$ cat config.mk
export PLATFORM = sky130hd
export DESIGN_NAME = modem_ctrl_monitor
export DESIGN_NICKNAME = d
export VERILOG_FILES = /design/src/rtl/modem_ctrl_pkg.sv /design/src/rtl/modem_line_debounce.sv /design/src/rtl/modem_ctrl_monitor.sv
export SDC_FILE = /design/constraint.sdc
export NUM_CORES = 1
export LEC_CHECK = 0
export CAP_MARGIN = 20
export CORE_MARGIN = 3
export CORE_UTILIZATION = 41
export DETAILED_ROUTE_END_ITERATION = 16
export PLACE_DENSITY = 0.65
export SYNTH_ARGS = -nofsm -noshare
export SYNTH_HDL_FRONTEND = slang
export SYNTH_SLANG_ARGS = --single-unit
$ cat constraint.sdc
create_clock -name CLKIN -period 6.91 [get_ports CLKIN]
set_input_delay 1.382 -clock CLKIN [delete_from_list [all_inputs] [get_ports CLKIN]]
set_output_delay 1.382 -clock CLKIN [all_outputs]
set_load 0.005 [all_outputs]
$ cat src/rtl/modem_ctrl_pkg.sv
// Shared definitions for the FTDI modem-control monitor: default timing
// constants derived from the 12 MHz board clock and the host-reset FSM states.
package modem_ctrl_pkg;

  // Board clock rate the default timing constants are derived from.
  localparam int CLK_HZ = 12_000_000;

  // 1 ms of stable level before a debounced line is allowed to flip.
  localparam int DEBOUNCE_MAX_DEF = CLK_HZ / 1000;

  // 10 ms of debounced DTR assertion qualifies as a host-reset request.
  localparam int PULSE_MIN_DEF = CLK_HZ / 100;

  // Host-reset detector states. The encoding is visible on the debug port.
  typedef enum logic [1:0] {
    IDLE      = 2'd0,
    ARMED     = 2'd1,
    QUALIFIED = 2'd2
  } host_rst_state_t;

endpackage

$ cat src/rtl/modem_line_debounce.sv
// One host modem-control line: two-flop synchronizer, mismatch-run debounce
// counter, clean active-high level and registered rise/fall pulses.
// The pin is active-low; the synchronizer resets to 1 so a line reads
// deasserted straight out of reset.
module modem_line_debounce
  import modem_ctrl_pkg::*;
#(
  parameter int DEBOUNCE_MAX = DEBOUNCE_MAX_DEF,
  parameter int DEBOUNCE_W   = 14
) (
  input  logic clk,
  input  logic rst,
  input  logic pin_n,
  output logic level,
  output logic rise,
  output logic fall
);

  localparam logic [DEBOUNCE_W-1:0] CNT_LAST = DEBOUNCE_W'(DEBOUNCE_MAX - 1);

  logic                  sync_1;
  logic                  sync_2;
  logic                  synced;
  logic [DEBOUNCE_W-1:0] cnt;

  // Asserted-high view of the synchronized pin.
  assign synced = ~sync_2;

  // Two-stage synchronizer for the asynchronous host pin.
  always_ff @(posedge clk) begin
    if (rst) begin
      sync_1 <= 1'b1;
      sync_2 <= 1'b1;
    end else begin
      sync_1 <= pin_n;
      sync_2 <= sync_1;
    end
  end

  // Count consecutive mismatches; flip the level and pulse once the run is long enough.
  always_ff @(posedge clk) begin
    if (rst) begin
      cnt   <= '0;
      level <= 1'b0;
      rise  <= 1'b0;
      fall  <= 1'b0;
    end else begin
      rise <= 1'b0;
      fall <= 1'b0;
      if (synced == level) begin
        cnt <= '0;
      end else if (cnt == CNT_LAST) begin
        level <= synced;
        rise  <= synced;
        fall  <= ~synced;
        cnt   <= '0;
      end else begin
        cnt <= cnt + DEBOUNCE_W'(1);
      end
    end
  end

endmodule

$ cat src/rtl/modem_ctrl_monitor.sv
// Receive-side monitor for the icestick FTDI modem-control lines.
// Debounces DTR_N/RTS_N, counts debounced edges, and flags a long DTR
// assertion followed by release as a one-cycle host-reset request.
// Optional feature macro: MODEM_LOOPBACK_EN -- when defined, DSR_N/CTS_N
// echo the debounced DTR/RTS one cycle after the level flips; otherwise
// they are tied deasserted.
module modem_ctrl_monitor
  import modem_ctrl_pkg::*;
#(
  parameter int DEBOUNCE_MAX = DEBOUNCE_MAX_DEF,
  parameter int DEBOUNCE_W   = 14,
  parameter int PULSE_MIN    = PULSE_MIN_DEF,
  parameter int PULSE_W      = 17
) (
  input  logic            CLKIN,
  input  logic            RESET,
  input  logic            DTR_N,
  input  logic            RTS_N,
  output logic            DTR,
  output logic            RTS,
  output logic            DTR_RISE,
  output logic            DTR_FALL,
  output logic            RTS_RISE,
  output logic            RTS_FALL,
  output logic            HOST_RST,
  output logic [7:0]      EVT_CNT,
  output logic            DSR_N,
  output logic            CTS_N,
  output host_rst_state_t fsm_state
);

  localparam logic [PULSE_W-1:0] PULSE_LAST = PULSE_W'(PULSE_MIN - 1);

  host_rst_state_t    state;
  host_rst_state_t    state_next;
  logic [PULSE_W-1:0] pcnt;
  logic [PULSE_W-1:0] pcnt_next;
  logic               host_rst_next;

  modem_line_debounce #(
    .DEBOUNCE_MAX (DEBOUNCE_MAX),
    .DEBOUNCE_W   (DEBOUNCE_W)
  ) u_dtr (
    .clk   (CLKIN),
    .rst   (RESET),
    .pin_n (DTR_N),
    .level (DTR),
    .rise  (DTR_RISE),
    .fall  (DTR_FALL)
  );

  modem_line_debounce #(
    .DEBOUNCE_MAX (DEBOUNCE_MAX),
    .DEBOUNCE_W   (DEBOUNCE_W)
  ) u_rts (
    .clk   (CLKIN),
    .rst   (RESET),
    .pin_n (RTS_N),
    .level (RTS),
    .rise  (RTS_RISE),
    .fall  (RTS_FALL)
  );

  // Host-reset FSM state and pulse-length counter registers.
  always_ff @(posedge CLKIN) begin
    if (RESET) begin
      state <= IDLE;
      pcnt  <= '0;
    end else begin
      state <= state_next;
      pcnt  <= pcnt_next;
    end
  end

  // Next-state logic. HOST_RST is decoded from registered state and the
  // registered DTR level, so it lands in the same cycle as DTR_FALL.
  always_comb begin
    state_next    = state;
    pcnt_next     = pcnt;
    host_rst_next = 1'b0;
    case (state)
      IDLE: begin
        if (DTR) begin
          pcnt_next  = '0;
          state_next = ARMED;
        end
      end
      ARMED: begin
        if (!DTR) begin
          state_next = IDLE;
        end else begin
          pcnt_next = pcnt + PULSE_W'(1);
          if (pcnt_next == PULSE_LAST) begin
            state_next = QUALIFIED;
          end
        end
      end
      QUALIFIED: begin
        // Counter stays saturated until DTR releases.
        if (!DTR) begin
          host_rst_next = 1'b1;
          state_next    = IDLE;
        end
      end
      default: begin
        state_next = IDLE;
      end
    endcase
  end

  assign HOST_RST  = host_rst_next;
  assign fsm_state = state;

  // Accumulate debounced edges from both lines, wrapping modulo 256.
  always_ff @(posedge CLKIN) begin
    if (RESET) begin
      EVT_CNT <= 8'd0;
    end else begin
      EVT_CNT <= EVT_CNT + {7'd0, DTR_RISE} + {7'd0, DTR_FALL}
                         + {7'd0, RTS_RISE} + {7'd0, RTS_FALL};
    end
  end

`ifdef MODEM_LOOPBACK_EN
  // Echo the debounced host lines back as modem status, one cycle behind.
  always_ff @(posedge CLKIN) begin
    if (RESET) begin
      DSR_N <= 1'b1;
      CTS_N <= 1'b1;
    end else begin
      DSR_N <= ~DTR;
      CTS_N <= ~RTS;
    end
  end
`else
  assign DSR_N = 1'b1;
  assign CTS_N = 1'b1;
`endif

endmodule
Word-level counts from Yosys, hierarchy flattened
Index checks and enable logic that the tools add are counted.

Word-level logic and storage cells: 59. Register bits: 65. Input bits: 4. Output and inout bits: 19.

Bitwise logic cells: 6. Mux-type cells: 10. Add/subtract/negate cells: 7. Equality and inequality tests: 11. Reduce and logical (&&, ||, !) cells: 10.

Operator list (number): $mux W17 (2); $pmux W17 S2 (1); $add A8 B1 Y8 (4); $add A14 B1 Y14 const B (2); $eq A14 B14 Y1 const B (2); $add A17 B1 Y17 const B (1); $eq A17 B17 Y1 const B (1); $reduce_or A3 Y1 (4); $mux W2 (4); $not A1 Y1 (6); $pmux W2 S3 (1); $reduce_and A3 Y1 (2); $ne A2 B1 Y1 const B (2); $reduce_and A2 Y1 (2); $ne A3 B3 Y1 const B (1); $eq A1 B1 Y1 (2); $eq A2 B1 Y1 const B (1); $eq A2 B2 Y1 const B (1); $logic_not A2 Y1 (1); $mux W1 (2); $ne A2 B2 Y1 const B (1); $reduce_bool A2 Y1 (1).

Depth between registers and ports, before layout
Depth in word-level cells: 5. Gate-level depth with buffers: 8. Gate-level depth less buffers: 8.

Hierarchy
A second synthesis with hierarchy kept.

Cell total of the unflattened synthesis: 377. Area total of the unflattened synthesis: 3199.3 sq um.

Modules (own cells, without submodules): modem_ctrl_monitor (cells an instance 213, sequential area each 540.5 sq um, instances 1, area an instance 1680.4 sq um); modem_line_debounce (cells an instance 82, sequential area each 380.4 sq um, instances 2, area an instance 759.5 sq um).

Worst setup path before layout
No wires, ideal clock.

Path type: flip-flop to output port. Start point: register state[0], in the netlist fsm_state[0]. End point: output port HOST_RST. Arrival: 1.025 ns. Setup slack: 4.503 ns. Stages on the path, launching flop included: 5. Data required time: 5.528 ns. Path buffers: 2. Path through: dfxtp_1 clkbuf_1 inv_1 clkbuf_1 and3_1.

Word-level cells in the longest chain between the ends: 2.

Ends and longest elaborated chain: start, declared (line modem_ctrl_monitor.sv:34) `host_rst_state_t state;`; start signal, assigned (line modem_ctrl_monitor.sv:70) `state <= state_next;`; $eq A2 B2 Y1 (line modem_ctrl_monitor.sv:81) `case (state)`; $mux W1 (line modem_ctrl_monitor.sv:81); end, declared (line modem_ctrl_monitor.sv:25) `output logic HOST_RST,`.

Every way passes these cells.

Worst setup path in the final report
Ends and elaborated chain as after synthesis.

==> impl_results.md <==
* Die extent in x at a little over 90 um
* Post-Syn Area at 0.00307 mm^2
* Dpl cell area at 0.00332 mm^2
* CP max stage cell: dfxtp_1
* GP Congestion at 0.815
* Worst Max-Slew Pin Slew at between 0.5 and 0.6 ns
* Power, Total at ~700 uW
* CTS Buffer Depth at 2
* Die H at 92.5 um
* DR WL/cell at 12.2 um
* First-pass GRT wire length at between 10 and 15 mm
* Static leakage at 0.00113 uW
* CP Class: register to output pin
* Antenna-violating nets left at 0
* Gr usage total at 0.152
* Clk sink count at 65
* Crit path DAT at 1.88 ns
* DP Cell Count at 478
* Multi-input gate area at approximately 0.0016 mm^2
* F_max at 307 MHz
* Worst R2R Start: pcnt[0]
* Area growth, synth to finish at 14.6%
* Crit end category: output pin
* YS warnings at 0
* Initial antenna violation count at 0
* Post-CTS resize count at 0
* Total grt overflow at 0
* I/O Buffers at 20
* XOR/XNOR share of the synthesized area at 0.0914
* RSZ-0062 raised after global routing: false
* R2R cell count at 7
* Post-Synthesis Cells at ~380
* Slew Limit Fails at 0
* Post-synthesis mux area share at 0.00327
* IO Pins at 23
* Layout cells sized above 1 at 0.0779
* Number of flops mapped to enable cells by yosys at 0
* Synth async-reset ratio at 0
* PD cells at around 200 mW/mm^2
* DR vias at 2516
* R2R Setup Slk at 4.26 ns
* TritonCTS Buffers at 9
* Reg area at 0.00130 mm^2
* Setup Fix Bufs, Post-CTS at 0
* Root Buffer: clkbuf_8
* Initial DRC count at 127
* Post-Layout Inst Area at 0.00351 mm^2
* Clock Skews at ~0.0067 ns
* CTS Hold Bufs at 0
* # DRC at 0
* Antenna cells at 0
* End of the worst hold path: u_dtr.sync_2
* Final period util at 0.472
* CP max FO at 11
* Hold Violations, Final at 0
* Seq cells post-synth at 65
* Post-Synth Simple-Gate Area at 0.304
* Clk slew on worst S/H paths at ~0.07 ns
* Largest family of logic cells by synthesized area: simple AND/OR/NAND/NOR gates
* Site row count at 30
* Worst min path class: register to register
* Starting Density at 0.437
* Sequential share of the synthesized area at 0.424
* Pin count of the biggest net entering global routing at 38
* Htree depth at 3
* Capturing point of the worst reg2reg path: fsm_state[0]
* Top FF cell, synth: dfxtp_1
* Critical Path RT at 5.53 ns
* CP peak stage delay at 0.56 ns
* Vias in the first global route at about 2400
* DPL Wire Length at 4.16 mm
* Crit path cell chain: inv_1 > and3_1 > clkdlybuf4s50_1
* Min-delay src: u_dtr.sync_1
* Compound-Gate Fraction of Synth Area at 0.0894
* Hold Path Stages at 1
* Synth unique cells at 48
* Final setup violation count at 0
* Fin Setup TNS at 0 ns
* Min cycle time layout at 3.26 ns
* Fillers at between 600 and 700
* Slew margin rel. at 0.601
* Die area at around 0.0085 mm^2
* Critical Path Source Type: register
* Syn Area/Cell at 8.15 um^2
* Drt first pass iters at 4
* Drt total wl at 6.03 mm
* Core area at between 0.007 and 0.008 mm^2
* Final cell count without fillers at 494
* Net count, final at 405
* CTS tree: built
* Worst vdd ir at around 0.00014 V
* Post-synthesis adder-cell area fraction at 0.0400
* Run status: finished, final reports clean
* Avg Vias per Cell at 5.09
* Clock latency on the worst-skew pair at between 0.3 and 0.4 ns
* Max cap viols at 0
[critical path, delay by kind of cell (launching register included)]
kind / cells / cell delay [ns]
buffers and inverters: 2 / 0.73
flip-flops: 1 / 0.56
AND/OR/NAND/NOR: 1 / 0.26
[worst max path at each step]
stage          depth (start not counted)    startpoint           end  slack, ns
2_1_floorplan                          4  fsm_state[0]      HOST_RST       4.50
3_3_place_gp                           5         RESET  u_rts.cnt[8]       3.85
3_5_place_dp                           5         RESET  u_rts.cnt[6]       3.81
4_1_cts                                3  fsm_state[0]      HOST_RST       3.65
5_1_grt                                3  fsm_state[0]      HOST_RST       3.57
6_report                               3  fsm_state[0]      HOST_RST       3.65
[flip-flops by register name (all words and copies together), names as in the netlist]
signal	count
pcnt	17
u_dtr.level	1
u_dtr.rise	1
u_rts.sync_2	1
u_rts.level	1
u_dtr.sync_2	1
u_rts.rise	1
u_rts.sync_1	1
fsm_state	2
u_rts.fall	1
u_dtr.fall	1
u_dtr.sync_1	1
u_rts.cnt	14
EVT_CNT	8
u_dtr.cnt	14
[metrics by stage]
stage	util	hold WS (ns)	worst slack (ns)
2_1_floorplan	-	0.389	4.50
3_3_place_gp	0.473	0.391	3.85
3_5_place_dp	0.473	0.399	3.81
4_1_cts	0.501	0.413	3.65
5_1_grt	0.501	0.434	3.57
6_report	0.501	0.411	3.65
[cells in the mapped netlist, types with 2 or more instances]
library cell   n  area (um^2)
clkbuf_1       9         33.8
nor4b_1        2         17.5
nand4_1        7         43.8
nor3_1        17         85.1
nor2b_1        3         18.8
xor2_1        18          158
nand2b_1       3         18.8
xnor2_1       14          123
o21ai_0        9         45.0
nand3_1       19         95.1
nand2_1       35          131
o31ai_1        2         15.0
or4_1          2         15.0
inv_1         17         63.8
or4_2          3         26.3
and3_1         6         37.5
and2_1         4         25.0
a21o_1         4         30.0
nor4_1         3         18.8
or3_1          4         25.0
a21oi_1       24          120
fa_1           3         60.1
nand4b_1       2         17.5
nor2_1        64          240
ha_1           5         62.6
dfxtp_1       65         1300
a31oi_1        3         18.8
o21a_1         2         15.0
buf_4          4         30.0
or2_2          5         31.3
[routing by layer]
| layer | share of wire | GRT usage | up-vias | wire (um) |
|---|---|---|---|---|
| li1 | - | - | 1299 | - |
| met1 | 0.48 | 0.195 | 1166 | 2910 |
| met2 | 0.47 | 0.248 | 49 | 2840 |
| met3 | 0.042 | 0.0431 | 2 | 253 |
| met4 | 0.0050 | 0.0495 | 0 | 30 |
| met5 | 0 | 0 | - | 0 |
[where the power goes]
part | internal [uW] | leakage [uW] | switching (uW)
Clock | 166 | 0.0000994 | 150
Combinational | 3.36 | 0.000508 | 5.49
Sequential | 376 | 0.000524 | 0.930
Total | 546 | 0.00113 | 156
[kinds of logic (layout without fill, tap and decap cells)]
kind of cell | count (synthesis) | in the layout
simple gates | 188 | 188
flops | 65 | 65
compound gates | 48 | 48
buf+inv | 33 | 54
xor+xnor | 32 | 32
fa+ha+maj | 8 | 8
other cells | 1 | 2
mux | 1 | 1
[placed cells by master, fill, tap and decap left out, types with 14 or more instances in the layout]
cell,instances
dfxtp_1,65
inv_1,17
xor2_1,18
clkdlybuf4s50_1,20
xnor2_1,14
nand3_1,19
a21oi_1,24
nor3_1,17
nor2_1,64
nand2_1,35
[cell type report]
| cell class | count | area share |
|---|---|---|
| Multi-Input combinational cell | 279 | 0.463 |
| Sequential cell | 65 | 0.370 |
| Timing Repair Buffer | 21 | 0.0591 |
| Clock buffer | 9 | 0.0353 |
| Tap cell | 96 | 0.0342 |
| Clock inverter | 7 | 0.0199 |
| Inverter | 17 | 0.0182 |
(Power assumes the default switching activity.)
